<file path="config.mk">
export PLATFORM = sky130hd
export DESIGN_NAME = pixel_array_seq
export DESIGN_NICKNAME = d
export VERILOG_FILES = /design/src/rtl/pixel_pkg.sv /design/src/rtl/pixel_gray_counter.sv /design/src/rtl/pixel_array_seq.sv
export SDC_FILE = /design/constraint.sdc
export NUM_CORES = 1
export LEC_CHECK = 0
export CAP_MARGIN = 5
export CORE_UTILIZATION = 36
export DETAILED_ROUTE_END_ITERATION = 10
export HOLD_SLACK_MARGIN = 0.03
export PLACE_DENSITY_LB_ADDON = 0.05
export SLEW_MARGIN = 5
export SYNTH_ARGS = -nofsm -noshare
export SYNTH_HDL_FRONTEND = slang
export SYNTH_SLANG_ARGS = --single-unit
</file>
<file path="constraint.sdc">
create_clock -name clk -period 4.39 [get_ports clk]
set_input_delay 0.439 -clock clk [delete_from_list [all_inputs] [get_ports clk]]
set_output_delay 0.439 -clock clk [all_outputs]
set_load 0.05 [all_outputs]
</file>
<file path="src/rtl/pixel_pkg.sv">
`default_nettype none
// ============================================================================
// Module      : pixel_pkg
// Description : Shared types and helpers for the pixel array sequencer.
// Revision    : 1.0 - initial release
// ============================================================================
package pixel_pkg;

    localparam int c_MAX_ADC_BITS = 32;

    typedef enum logic [2:0] {
        ST_IDLE      = 3'd0,
        ST_ERASE     = 3'd1,
        ST_EXPOSE    = 3'd2,
        ST_CONVERT   = 3'd3,
        ST_ROW_LATCH = 3'd4,
        ST_ROW_SHIFT = 3'd5,
        ST_DONE      = 3'd6
    } pixel_seq_state_t;

    // Index width for n items, never narrower than one bit
    function automatic int clog2_min1(input int n);
        return (n <= 2) ? 1 : $clog2(n);
    endfunction

    function automatic logic [c_MAX_ADC_BITS-1:0] bin2gray(input logic [c_MAX_ADC_BITS-1:0] b);
        return b ^ (b >> 1);
    endfunction

endpackage
`default_nettype wire

</file>
<file path="src/rtl/pixel_gray_counter.sv">
`default_nettype none
// ============================================================================
// Module      : pixel_gray_counter
// Description : Binary ramp counter with registered Gray-coded output.
// Revision    : 1.0 - initial release
// ============================================================================
module pixel_gray_counter
    import pixel_pkg::*;
#(
    parameter int ADC_BITS = 8
) (
    input  logic                clk,
    input  logic                rst,
    input  logic                i_clear,
    input  logic                i_enable,
    output logic [ADC_BITS-1:0] o_gray,
    output logic                o_last
);

    localparam logic [ADC_BITS-1:0] c_GRAY_LAST =
        ADC_BITS'(bin2gray(c_MAX_ADC_BITS'({ADC_BITS{1'b1}})));

    logic [ADC_BITS-1:0] r_bin;

    // Gray output lags the binary count by one step so the first enabled cycle shows 0
    always_ff @(posedge clk or posedge rst) begin
        if (rst) begin
            r_bin  <= '0;
            o_gray <= '0;
        end else if (i_clear) begin
            r_bin  <= '0;
            o_gray <= '0;
        end else if (i_enable) begin
            o_gray <= ADC_BITS'(bin2gray(c_MAX_ADC_BITS'(r_bin)));
            r_bin  <= r_bin + ADC_BITS'(1);
        end
    end

    assign o_last = (o_gray == c_GRAY_LAST);

endmodule
`default_nettype wire

</file>
<file path="src/rtl/pixel_array_seq.sv">
`default_nettype none
// ============================================================================
// Module      : pixel_array_seq
// Description : Erase/expose/convert sequencer with row-by-row pixel streaming.
// Revision    : 1.0 - initial release
// ============================================================================
module pixel_array_seq
    import pixel_pkg::*;
#(
    parameter int N_ROWS       = 2,
    parameter int N_COLS       = 2,
    parameter int ADC_BITS     = 8,
    parameter int ERASE_CYCLES = 5,
    parameter int EXP_W        = 16
) (
    input  logic                             clk,
    input  logic                             reset,
    input  logic                             start,
    input  logic                             continuous,
    input  logic                             stop,
    input  logic [EXP_W-1:0]                 expose_cycles,
    input  logic [N_COLS*ADC_BITS-1:0]       pixel_data,
    output logic                             erase,
    output logic                             expose,
    output logic                             convert,
    output logic [ADC_BITS-1:0]              adc_count,
    output logic                             read_en,
    output logic [clog2_min1(N_ROWS)-1:0]    row_sel,
    output logic                             out_valid,
    input  logic                             out_ready,
    output logic [ADC_BITS-1:0]              out_data,
    output logic [clog2_min1(N_ROWS)-1:0]    out_row,
    output logic [clog2_min1(N_COLS)-1:0]    out_col,
    output logic                             busy,
    output logic                             frame_done
);

    localparam int c_ROW_W = clog2_min1(N_ROWS);
    localparam int c_COL_W = clog2_min1(N_COLS);
    localparam int c_ERS_W = clog2_min1(ERASE_CYCLES);
    localparam int c_CNT_W = (EXP_W > c_ERS_W) ? EXP_W : c_ERS_W;
    localparam logic [c_ROW_W-1:0] c_ROW_LAST   = c_ROW_W'(N_ROWS - 1);
    localparam logic [c_COL_W-1:0] c_COL_LAST   = c_COL_W'(N_COLS - 1);
    localparam logic [c_CNT_W-1:0] c_ERASE_LAST = c_CNT_W'(ERASE_CYCLES - 1);

    pixel_seq_state_t              r_state;
    pixel_seq_state_t              w_next;
    logic [c_CNT_W-1:0]            r_cnt;
    logic [EXP_W-1:0]              r_exp;
    logic [EXP_W-1:0]              w_exp_in;
    logic                          r_cont;
    logic [c_ROW_W-1:0]            r_row;
    logic [c_ROW_W-1:0]            w_row_nx;
    logic [c_COL_W-1:0]            r_col;
    logic [c_COL_W-1:0]            w_col_nx;
    logic [N_COLS-1:0][ADC_BITS-1:0] r_buf;
    logic                          w_adc_last;

    assign w_exp_in = (expose_cycles == '0) ? EXP_W'(1) : expose_cycles;

    always_comb begin
        w_next   = r_state;
        w_row_nx = r_row;
        w_col_nx = r_col;
        case (r_state)
            ST_IDLE:   if (start) w_next = ST_ERASE;
            ST_ERASE:  if (r_cnt == c_ERASE_LAST) w_next = ST_EXPOSE;
            ST_EXPOSE: if (r_cnt == c_CNT_W'(r_exp) - c_CNT_W'(1)) w_next = ST_CONVERT;
            ST_CONVERT: begin
                w_row_nx = '0;
                w_col_nx = '0;
                if (w_adc_last) w_next = ST_ROW_LATCH;
            end
            ST_ROW_LATCH: begin
                w_col_nx = '0;
                w_next   = ST_ROW_SHIFT;
            end
            ST_ROW_SHIFT: begin
                if (out_ready) begin
                    if (r_col == c_COL_LAST) begin
                        w_col_nx = '0;
                        if (r_row == c_ROW_LAST) begin
                            w_row_nx = '0;
                            w_next   = ST_DONE;
                        end else begin
                            w_row_nx = r_row + c_ROW_W'(1);
                            w_next   = ST_ROW_LATCH;
                        end
                    end else begin
                        w_col_nx = r_col + c_COL_W'(1);
                    end
                end
            end
            ST_DONE:   w_next = (r_cont && !stop) ? ST_ERASE : ST_IDLE;
            default:   w_next = ST_IDLE;
        endcase
    end

    // Driven from the next state so the Gray value tracks the ramp with no lag
    pixel_gray_counter #(
        .ADC_BITS (ADC_BITS)
    ) u_gray (
        .clk      (clk),
        .rst      (reset),
        .i_clear  (w_next != ST_CONVERT),
        .i_enable (w_next == ST_CONVERT),
        .o_gray   (adc_count),
        .o_last   (w_adc_last)
    );

    always_ff @(posedge clk or posedge reset) begin
        if (reset) begin
            r_state    <= ST_IDLE;
            r_cnt      <= '0;
            r_exp      <= '0;
            r_cont     <= 1'b0;
            r_row      <= '0;
            r_col      <= '0;
            r_buf      <= '0;
            erase      <= 1'b0;
            expose     <= 1'b0;
            convert    <= 1'b0;
            read_en    <= 1'b0;
            row_sel    <= '0;
            out_valid  <= 1'b0;
            out_data   <= '0;
            out_row    <= '0;
            out_col    <= '0;
            busy       <= 1'b0;
            frame_done <= 1'b0;
        end else begin
            r_state <= w_next;
            r_row   <= w_row_nx;
            r_col   <= w_col_nx;

            if (w_next != r_state)
                r_cnt <= '0;
            else if (r_state == ST_ERASE || r_state == ST_EXPOSE)
                r_cnt <= r_cnt + c_CNT_W'(1);

            if ((r_state == ST_IDLE && start) || (r_state == ST_DONE && w_next == ST_ERASE))
                r_exp <= w_exp_in;

            if (stop)
                r_cont <= 1'b0;
            else if (r_state == ST_IDLE && start)
                r_cont <= continuous;

            if (r_state == ST_ROW_LATCH)
                r_buf <= pixel_data;

            erase      <= (w_next == ST_ERASE);
            expose     <= (w_next == ST_EXPOSE);
            convert    <= (w_next == ST_CONVERT);
            read_en    <= (w_next == ST_ROW_LATCH);
            row_sel    <= (w_next == ST_ROW_LATCH) ? w_row_nx : '0;
            out_valid  <= (w_next == ST_ROW_SHIFT);
            frame_done <= (w_next == ST_DONE);
            busy       <= (w_next != ST_IDLE);

            // Column 0 bypasses the buffer since it is captured on the same edge
            if (w_next == ST_ROW_SHIFT) begin
                out_data <= (r_state == ST_ROW_LATCH) ? pixel_data[ADC_BITS-1:0] : r_buf[w_col_nx];
                out_row  <= w_row_nx;
                out_col  <= w_col_nx;
            end else begin
                out_data <= '0;
                out_row  <= '0;
                out_col  <= '0;
            end
        end
    end

endmodule
`default_nettype wire
</file>
==> Yosys cells after proc, flatten, opt, wreduce, memory -nomap -nowiden <==
Index checks and enable logic that the tools add are counted.
{ "word_totals": {"register_bits": 88, "in_bits": 38, "out_inout_bits": 26, "word_cells": 90} }
{ "classes": {"addsub": 5, "n_lt_le_gt_ge": 1, "eq_ne": 17, "muxes": 32, "bitwise": 1, "n_reduce_logical": 13} }
{ "ops": {"columns": ["cell", "count"], "rows": [
  ["2-to-1 mux 8 bit", 8],
  ["2-to-1 mux 16 bit", 3],
  ["case mux 3 bit (7 select lines)", 1],
  ["equality test 3 bit, second input constant", 6],
  ["2-to-1 mux 3 bit", 6],
  ["adder 16 x 1 -> 16 bit, second input constant", 1],
  ["equality test 16 bit", 1],
  ["equality test 16 x 3 -> 1 bit, second input constant", 1],
  ["zero test 16 bit", 1],
  ["subtractor 16 x 1 -> 16 bit, second input constant", 1],
  ["equality test 3 x 2 -> 1 bit, second input constant", 4],
  ["2-to-1 mux 1 bit", 11],
  ["adder 8 x 1 -> 8 bit, second input constant", 1],
  ["equality test 8 bit, second input constant", 1],
  ["bitwise XOR 8 x 7 -> 8 bit", 1],
  ["equality test 3 x 1 -> 1 bit, second input constant", 2],
  ["nonzero test 2 bit", 3],
  ["case mux 1 bit (2 select lines)", 2],
  ["logical AND 1 bit", 3],
  ["zero test 3 bit", 1],
  ["inequality test 3 x 2 -> 1 bit, second input constant", 1],
  ["inequality test 3 bit", 1],
  ["nonzero test 3 bit", 1],
  ["adder 1 bit, second input constant", 2],
  ["other kinds (5)", 6]
]} }

==> Depth between registers and ports, before layout <==
Gate-level depths: netlist of the first run.
{ "logic_depth": {"ltp_word": 8, "ltp_mapped": 13, "mapped_depth_nobuf": 8} }

==> Hierarchy <==
Synthesis of the first run repeated with hierarchy kept, for this count alone.
{ "hier_totals": {"cells_unflattened": 467, "area_unflattened_um2": 4834.6} }
{ "by_module_without_submodules": {"columns": ["module", "n_inst", "cells_each", "area_each_um2", "seq_area_each_um2"], "rows": [
  ["pixel_array_seq", 1, 400, 4081.4, 1801.7],
  ["pixel_gray_counter", 1, 67, 753.2, 375.4]
]} }

==> Worst setup path before layout of the first run <==
OpenSTA, ideal clock, no wires.
{ "synth_path": {"kind": "reg-to-reg", "from": "reg r_exp[0]", "to": "reg busy", "setup_ns": 0.131, "arrival_time_ns": 2.592, "required_time_ns": 4.259, "slack_ns": 1.667, "path_stages_with_launch": 13, "path_buffers": 4, "synth_period_minus_slack_ns": 2.723, "path_cell_list": "dfrtp_1 clkbuf_1 inv_1 ha_1 buf_2 or4b_1 clkbuf_2 o31ai_1 a21oi_1 a211o_1 and4b_1 buf_6 or3_1"} }
{ "synth_via": {"elab_chain_cells": 5} }
{ "synth_lines": {"columns": ["element", "line", "text"], "rows": [
  ["from (decl)", "pixel_array_seq.sv:49", "logic [EXP_W-1:0] r_exp;"],
  ["from (signal assigned)", "pixel_array_seq.sv:142", "r_exp <= w_exp_in;"],
  ["subtractor 16 x 1 -> 16 bit", "pixel_array_seq.sv:68", "ST_EXPOSE: if (r_cnt == c_CNT_W'(r_exp) - c_CNT_W'(1)) w_next = ST_CONVERT;"],
  ["equality test 16 bit", "pixel_array_seq.sv:68", null],
  ["2-to-1 mux 3 bit", "pixel_array_seq.sv:68", null],
  ["case mux 3 bit (7 select lines)", "pixel_array_seq.sv:65", "case (r_state)"],
  ["nonzero test 3 bit", "pixel_array_seq.sv:159", "busy <= (w_next != ST_IDLE);"],
  ["to (signal assigned)", "pixel_array_seq.sv:159", null],
  ["to (decl)", "pixel_array_seq.sv:34", "output logic busy,"]
]} }
Every way passes these cells.
A chain may end at the register's enable or synchronous reset.

==> Final worst setup path of the first run <==
{ "layout_path": {"from": "reg r_exp[0]", "to": "reg r_cnt[3]"} }
{ "layout_via": {"elab_chain_cells": 6, "elab_cells_between_ends": 7, "cone_classes": "1 x add/sub; 2 x eq/ne; 3 x mux; 1 x reduce/logical"} }
{ "layout_lines": {"columns": ["element", "line", "text"], "rows": [
  ["subtractor 16 x 1 -> 16 bit *", "pixel_array_seq.sv:68", null],
  ["equality test 16 bit *", "pixel_array_seq.sv:68", null],
  ["2-to-1 mux 3 bit *", "pixel_array_seq.sv:68", null],
  ["case mux 3 bit (7 select lines) *", "pixel_array_seq.sv:65", null],
  ["inequality test 3 bit *", "pixel_array_seq.sv:136", "if (w_next != r_state)"],
  ["2-to-1 mux 16 bit or nonzero test 2 bit (tied branches)", null, null],
  ["to (signal assigned)", "pixel_array_seq.sv:139", "r_cnt <= r_cnt + c_CNT_W'(1);"],
  ["to (decl)", "pixel_array_seq.sv:48", "logic [c_CNT_W-1:0] r_cnt;"]
]} }
Mark *: on every way between the ends. The rest lies on a longest branch, timed or not.

==> impl_metrics.tcl, run 1 <==
set metrics [dict create \
    drive_gt1_share_pct 7.865 \
    ys_seq_area_share_pct 47.45 \
    drt_wl_total_um 10950 \
    grt_pass1_wl_um 18370 \
    cp.required_ns 4.58 \
    rrSetupSlack_ns 1.25 \
    grt_max_degree 61 \
    synth_cell_types 59 \
    synth_nets 529 \
    finalPower_w 0.002122 \
    syn2layout_area_growth_pct 22.66 \
    clk_latency_ns 0.35 \
    port-buffer-count 63 \
    first_iter_violations 206 \
    leakagePower_nw 2.423 \
    yosysWarnings 0 \
    fmax_ghz 0.3182 \
    drv_cap 0 \
    seq_area_sq_um 2177 \
    reg2regPathDepth 8 \
    vdd_ir_drop_max_uv 198.9 \
    layout_common_cells "dfrtp_1 (87), nand2_1 (73), clkdlybuf4s50_1 (63)" \
    crit_arrival_ns 3.34 \
    crit_fanout 19 \
    fp.dieArea_sq_um 13200 \
    outcome "completed" \
    finalHoldViolCount 0 \
    synth_top_area_share_pct 47.45 \
    hp-class "in -> async" \
    place_congestion 0.8739 \
    cts_setup_buffers 0 \
    coreArea_sq_um 12210 \
    finalCritPeriodShare_pct 71.60 \
    ant_nets 0 \
    async_reset_ff_share_pct 100.0 \
    synthCells 482 \
    die_w_um 114.9 \
    synth-edff-count 0 \
    multi_input_area_sq_um 2201 \
    layout_commonest_cell "dfrtp_1" \
    p_per_area_nw_per_um2 377.1 \
    dr.pass1.iters 4 \
    syn_area_sq_um 4588 \
    grt_pass1_vias 3650 \
    finalSetupViolations 0 \
    die_y_um 114.9 \
    drc 0 \
    root_buffer "clkbuf_16" \
    setup_tns_ns 0 \
    num_vias 3637 \
    worst_pin_slew_ns 0.9252 \
    fin_skew_ns 0.008473 \
    initial_core_util_pct 37.57 \
    via_per_inst 5.181 \
    rsz0062_at_grt "no" \
    yosysTopAreaCell "dfrtp_1" \
    cts.clk_slew.worst_paths_ns 0.06 \
    clock-sinks 87 \
    cts_resized 0 \
    htree_levels 3 \
    cts_buffer_depth 2 \
    synthTopCellsByArea "dfrtp_1 (47%), nand2_1 (6.0%), xor2_1 (4.4%), xnor2_1 (4.2%), mux2_2 (3.7%)" \
    avgSynthCellArea_sq_um 9.519 \
    dp_hpwl_um 7482 \
    nets 576 \
    post-route-util_pct 46.09 \
    max_slew_margin_pct 37.90 \
    fill_cells 1213 \
    cts_hold_buf 0 \
    final_max_slew_viol_count 0 \
    diodes 0 \
    crit_type "reg -> reg" \
    wl_per_cell_um 15.59 \
    synth_seq_cells 87 \
    cp-end-kind "flip-flop" \
    track_usage_pct 18.03 \
    top_level_ports 64 \
    critPathLaunchType "flip-flop" \
    row_count 40 \
    overflow 0 \
    final.min_clock_period_ns 3.143 \
    cts_tree "done" \
    synthFlopType "dfrtp_1" \
    antenna_found_initial 0 \
    cts_buffers 9 \
]
-- flip-flops by register name (all words and copies together), names as in the netlist --
name and cells:
r_buf 16, r_cnt 16, r_exp 16, out_data 8
u_gray.o_gray 8, u_gray.r_bin 7, r_state 3, busy 1
convert 1, erase 1, expose 1, frame_done 1
out_col 1, out_row 1, out_valid 1, r_col 1
r_cont 1, r_row 1, read_en 1, row_sel 1
-- synthesized netlist by cell type (all sizes together) (5+ instances only) --
master / instances
clkbuf: 23
a21oi: 31
nand4: 6
a211o: 6
buf: 10
nor3: 30
o21ai: 16
nor2: 27
and3: 6
mux2: 15
xnor2: 22
nand2b: 7
nand2: 73
a211oi: 6
inv: 14
ha: 9
nor4: 9
xor2: 23
mux2i: 5
nand3: 9
dfrtp: 87
-- report_power, final --
group	internal, W	leakage, nW	switching (W)	total [W]
clock network	0.000473	0.145	0.000323	0.000797
logic	0.000184	1.20	0.000166	0.000350
registers	0.000862	1.07	0.000114	0.000976
-- layer usage --
metal	up-vias	part of all wire, %	track usage, %
li1	1775	-	-
met1	1771	46	22.22
met5	-	0	0
met3	20	4.5	5.482
met4	0	2.0	6.580
met2	71	48	29.84
-- cell type report --
class | instances | area share, %
clock buffer | 12 | 4.558
clock inverter | 4 | 0.9560
inverter | 14 | 0.9560
multi-input combinational | 348 | 39.11
sequential | 87 | 38.68
tap | 168 | 3.735
timing repair buffer | 69 | 12.01
-- cells by family after synthesis --
logic type	Yosys count	synth area share, %
buf+inv	47	4.718
compound gates	85	11.84
fa+ha+maj	9	2.454
flops	87	47.45
mux	20	4.772
xor+xnor	45	8.590
simple gates	189	20.18
-- through the flow --
stage          setup slack (ns)  cell area, sq um  hold slack (ns)  std cells
2_1_floorplan             1.667              4588           0.4318        482
3_3_place_gp              1.263              5318           0.4446        686
3_5_place_dp              1.215              5318           0.4526        686
4_1_cts                   1.193              5628           0.4447        702
5_1_grt                  0.9619              5628           0.4807        702
6_report                  1.247              5628           0.4368        702
-- critical path, cell delays in order (launching register included) --
cell and delay, ns:
dfrtp_1 0.46, inv_1 0.09, ha_1 0.29, or4b_1 0.60, or4_1 0.44, a21oi_1 0.15, a211o_1 0.13, and4b_1 0.68
nor3_1 0.14
-- path summary, 6_finish.rpt --
kind | startpoint | endpoint
min in group clk | r_buf[6] | r_buf[6]
max in group asynchronous | reset | r_cnt[0]
worst max-delay path | r_exp[0] | r_cnt[3]
worst min-delay path | reset | r_exp[8]
worst max register to register | r_exp[0] | r_cnt[3]
worst min register to register | r_buf[6] | r_buf[6]
No activity file was read; power rests on OpenSTA's default activity.
==> run 2, diff against run 1 <==
==> constraint.sdc (replaced) <==
create_clock -name clk -period 2.9 [get_ports clk]
set_input_delay 0.29 -clock clk [delete_from_list [all_inputs] [get_ports clk]]
set_output_delay 0.29 -clock clk [all_outputs]
set_load 0.05 [all_outputs]
==> impl_metrics.tcl, run 2 (synthesized netlist as in run 1, its figures left out) <==
set metrics [dict create \
    outcome "completed" \
    cp_top_family "simple AND/OR/NAND/NOR gates" \
    drc 0 \
    layout_common_cells "dfrtp_1 (87), nand2_1 (73), clkdlybuf4s50_1 (63)" \
    drv_cap 0 \
    cts.clk_slew.worst_paths_ns 0.06 \
    p_per_area_nw_per_um2 546.5 \
    p_clk_share_pct 35.2 \
    htree_levels 3 \
    power.net_switching_w 0.0009395 \
    reg2reg_to "r_cnt[2]" \
    crit_arrival_ns 2.91 \
    placedCellCount 703 \
    grt_pass1_vias 3723 \
    reg2reg_from "r_exp[1]" \
    crit_cells 10 \
    dr.pass1.iters 4 \
    instances_no_fill 719 \
    diodes 0 \
    cts_buffers 9 \
    cts_tree "done" \
    setup_tns_ns 0 \
    critPathLaunchType "flip-flop" \
    via_per_inst 5.095 \
    drt_wl_total_um 11150 \
    vdd_ir_drop_max_uv 464.7 \
    crit_fanout 7 \
    whs_ns 0.2774 \
    nets 593 \
    max_slew_margin_pct 40.35 \
    fin_skew_ns 0.007378 \
    finalSetupViolations 0 \
    coreArea_sq_um 12210 \
    worstPathCellList "inv_1 > ha_1 > or4b_1 > buf_4 > o31ai_1 > a21oi_1 > a211o_1 > and4b_1 > buf_4 > nor3_1" \
    rsz0062_at_grt "no" \
    swShare_pct 29.88 \
    syn2layout_area_growth_pct 25.42 \
    cp.required_ns 3.15 \
    num_vias 3663 \
    dp_hpwl_um 7853 \
    intPower_w 0.002205 \
    cp-end-kind "flip-flop" \
    wl_per_cell_um 15.51 \
    die_w_um 114.9 \
    root_buffer "clkbuf_16" \
    place_ws_ns 0.2150 \
    ant_nets 0 \
    rrSetupSlack_ns 0.24 \
    place_congestion 0.8415 \
    die_y_um 114.9 \
    reg2regPathDepth 10 \
    clock-sinks 87 \
    pwr-share-seq_pct 46.9 \
    stdcell_area_sq_um 5754 \
    setup_ws_ns 0.2431 \
    cpPeakStageDelay_ns 0.50 \
    fp.dieArea_sq_um 13200 \
    hp-class "in -> async" \
    cts_buffer_depth 2 \
    crit_type "reg -> reg" \
    first_iter_violations 133 \
    power_frac_comb_pct 17.9 \
    overflow 0 \
    finalHoldViolCount 0 \
    top_regs "r_buf (16), r_cnt (16), r_exp (16)" \
    antenna_found_initial 0 \
    critical-path-slowest-cell "or4b_1" \
    path_common_cell "buf_4" \
    worst_pin_slew_ns 0.8888 \
    dpl-instance-area_sq_um 5470 \
    clk_latency_ns 0.34 \
    fill_cells 1202 \
    grt_pass1_wl_um 18540 \
    drive_gt1_share_pct 10.71 \
    initial_core_util_pct 37.57 \
    port-buffer-count 63 \
    top_level_ports 64 \
    finalCritPeriodShare_pct 91.62 \
    fmax_ghz 0.3764 \
    leakagePower_nw 2.506 \
    grt_max_degree 44 \
    row_count 40 \
    layout_commonest_cell "dfrtp_1" \
    track_usage_pct 18.32 \
    final_max_slew_viol_count 0 \
    critPathBufInv 3 \
    final.min_clock_period_ns 2.657 \
]
## run 2: changes by cell type in the layout (fill, tap and decap cells not counted), sizes merged
cell,before,now
clkbuf,12,11
clkinv,2,1
clkinvlp,2,3
buf,6,23
bufinv,1,0
inv,13,15
## run 2: timing repair
item	4_1_cts	5_1_grt
buffers inserted	0	0
resized for setup	0	1
hold buffers	0	0
endpoints found under the setup margin	0	25
## run 2: cell type report
type / instances / area [sq um] / area share [%]
well taps: 168 / 210.2 / 3.653
multi-input cells: 348 / 2202 / 38.27
flip-flops and latches: 87 / 2177 / 37.83
inverters: 14 / 53.80 / 0.9350
repair buffers: 86 / 828.3 / 14.39
clock buffers: 11 / 242.7 / 4.218
clock inverters: 5 / 40.04 / 0.6958
## run 2: worst max path at each step
stage | from | to | slack (ns)
2_1_floorplan | r_exp[0] | busy | 0.18
3_3_place_gp | r_exp[5] | out_data[3] | 0.27
3_5_place_dp | r_exp[0] | read_en | 0.21
4_1_cts | r_exp[0] | out_data[5] | 0.20
5_1_grt | r_exp[0] | out_data[5] | 0.02
6_report | r_exp[1] | r_cnt[2] | 0.24
## run 2: per-stage QoR
step / power [W] / utilization (%)
3_3_place_gp: 0.002048 / 44.80
2_1_floorplan: 0.001869 / -
3_5_place_dp: 0.002056 / 44.80
4_1_cts: 0.003180 / 47.11
5_1_grt: 0.003313 / 47.12
6_report: 0.003145 / 47.12
## run 2: power groups by stage
stage | registers, W | clock network (W) | logic (W)
CTS | 0.00147 | 0.00114 | 0.000564
floorplan | 0.00140 | 0 | 0.000468
detailed placement | 0.00150 | 0 | 0.000559
global placement | 0.00150 | 0 | 0.000550
finish | 0.00147 | 0.00111 | 0.000564
global route | 0.00149 | 0.00119 | 0.000633
## run 2: per-layer routing
| layer | routed length (um) | global-route usage (%) |
|---|---|---|
| met1 | 5125 | 22.12 |
| met5 | 0 | 0 |
| met3 | 479 | 5.482 |
| met2 | 5333 | 31.16 |
| met4 | 213 | 6.147 |
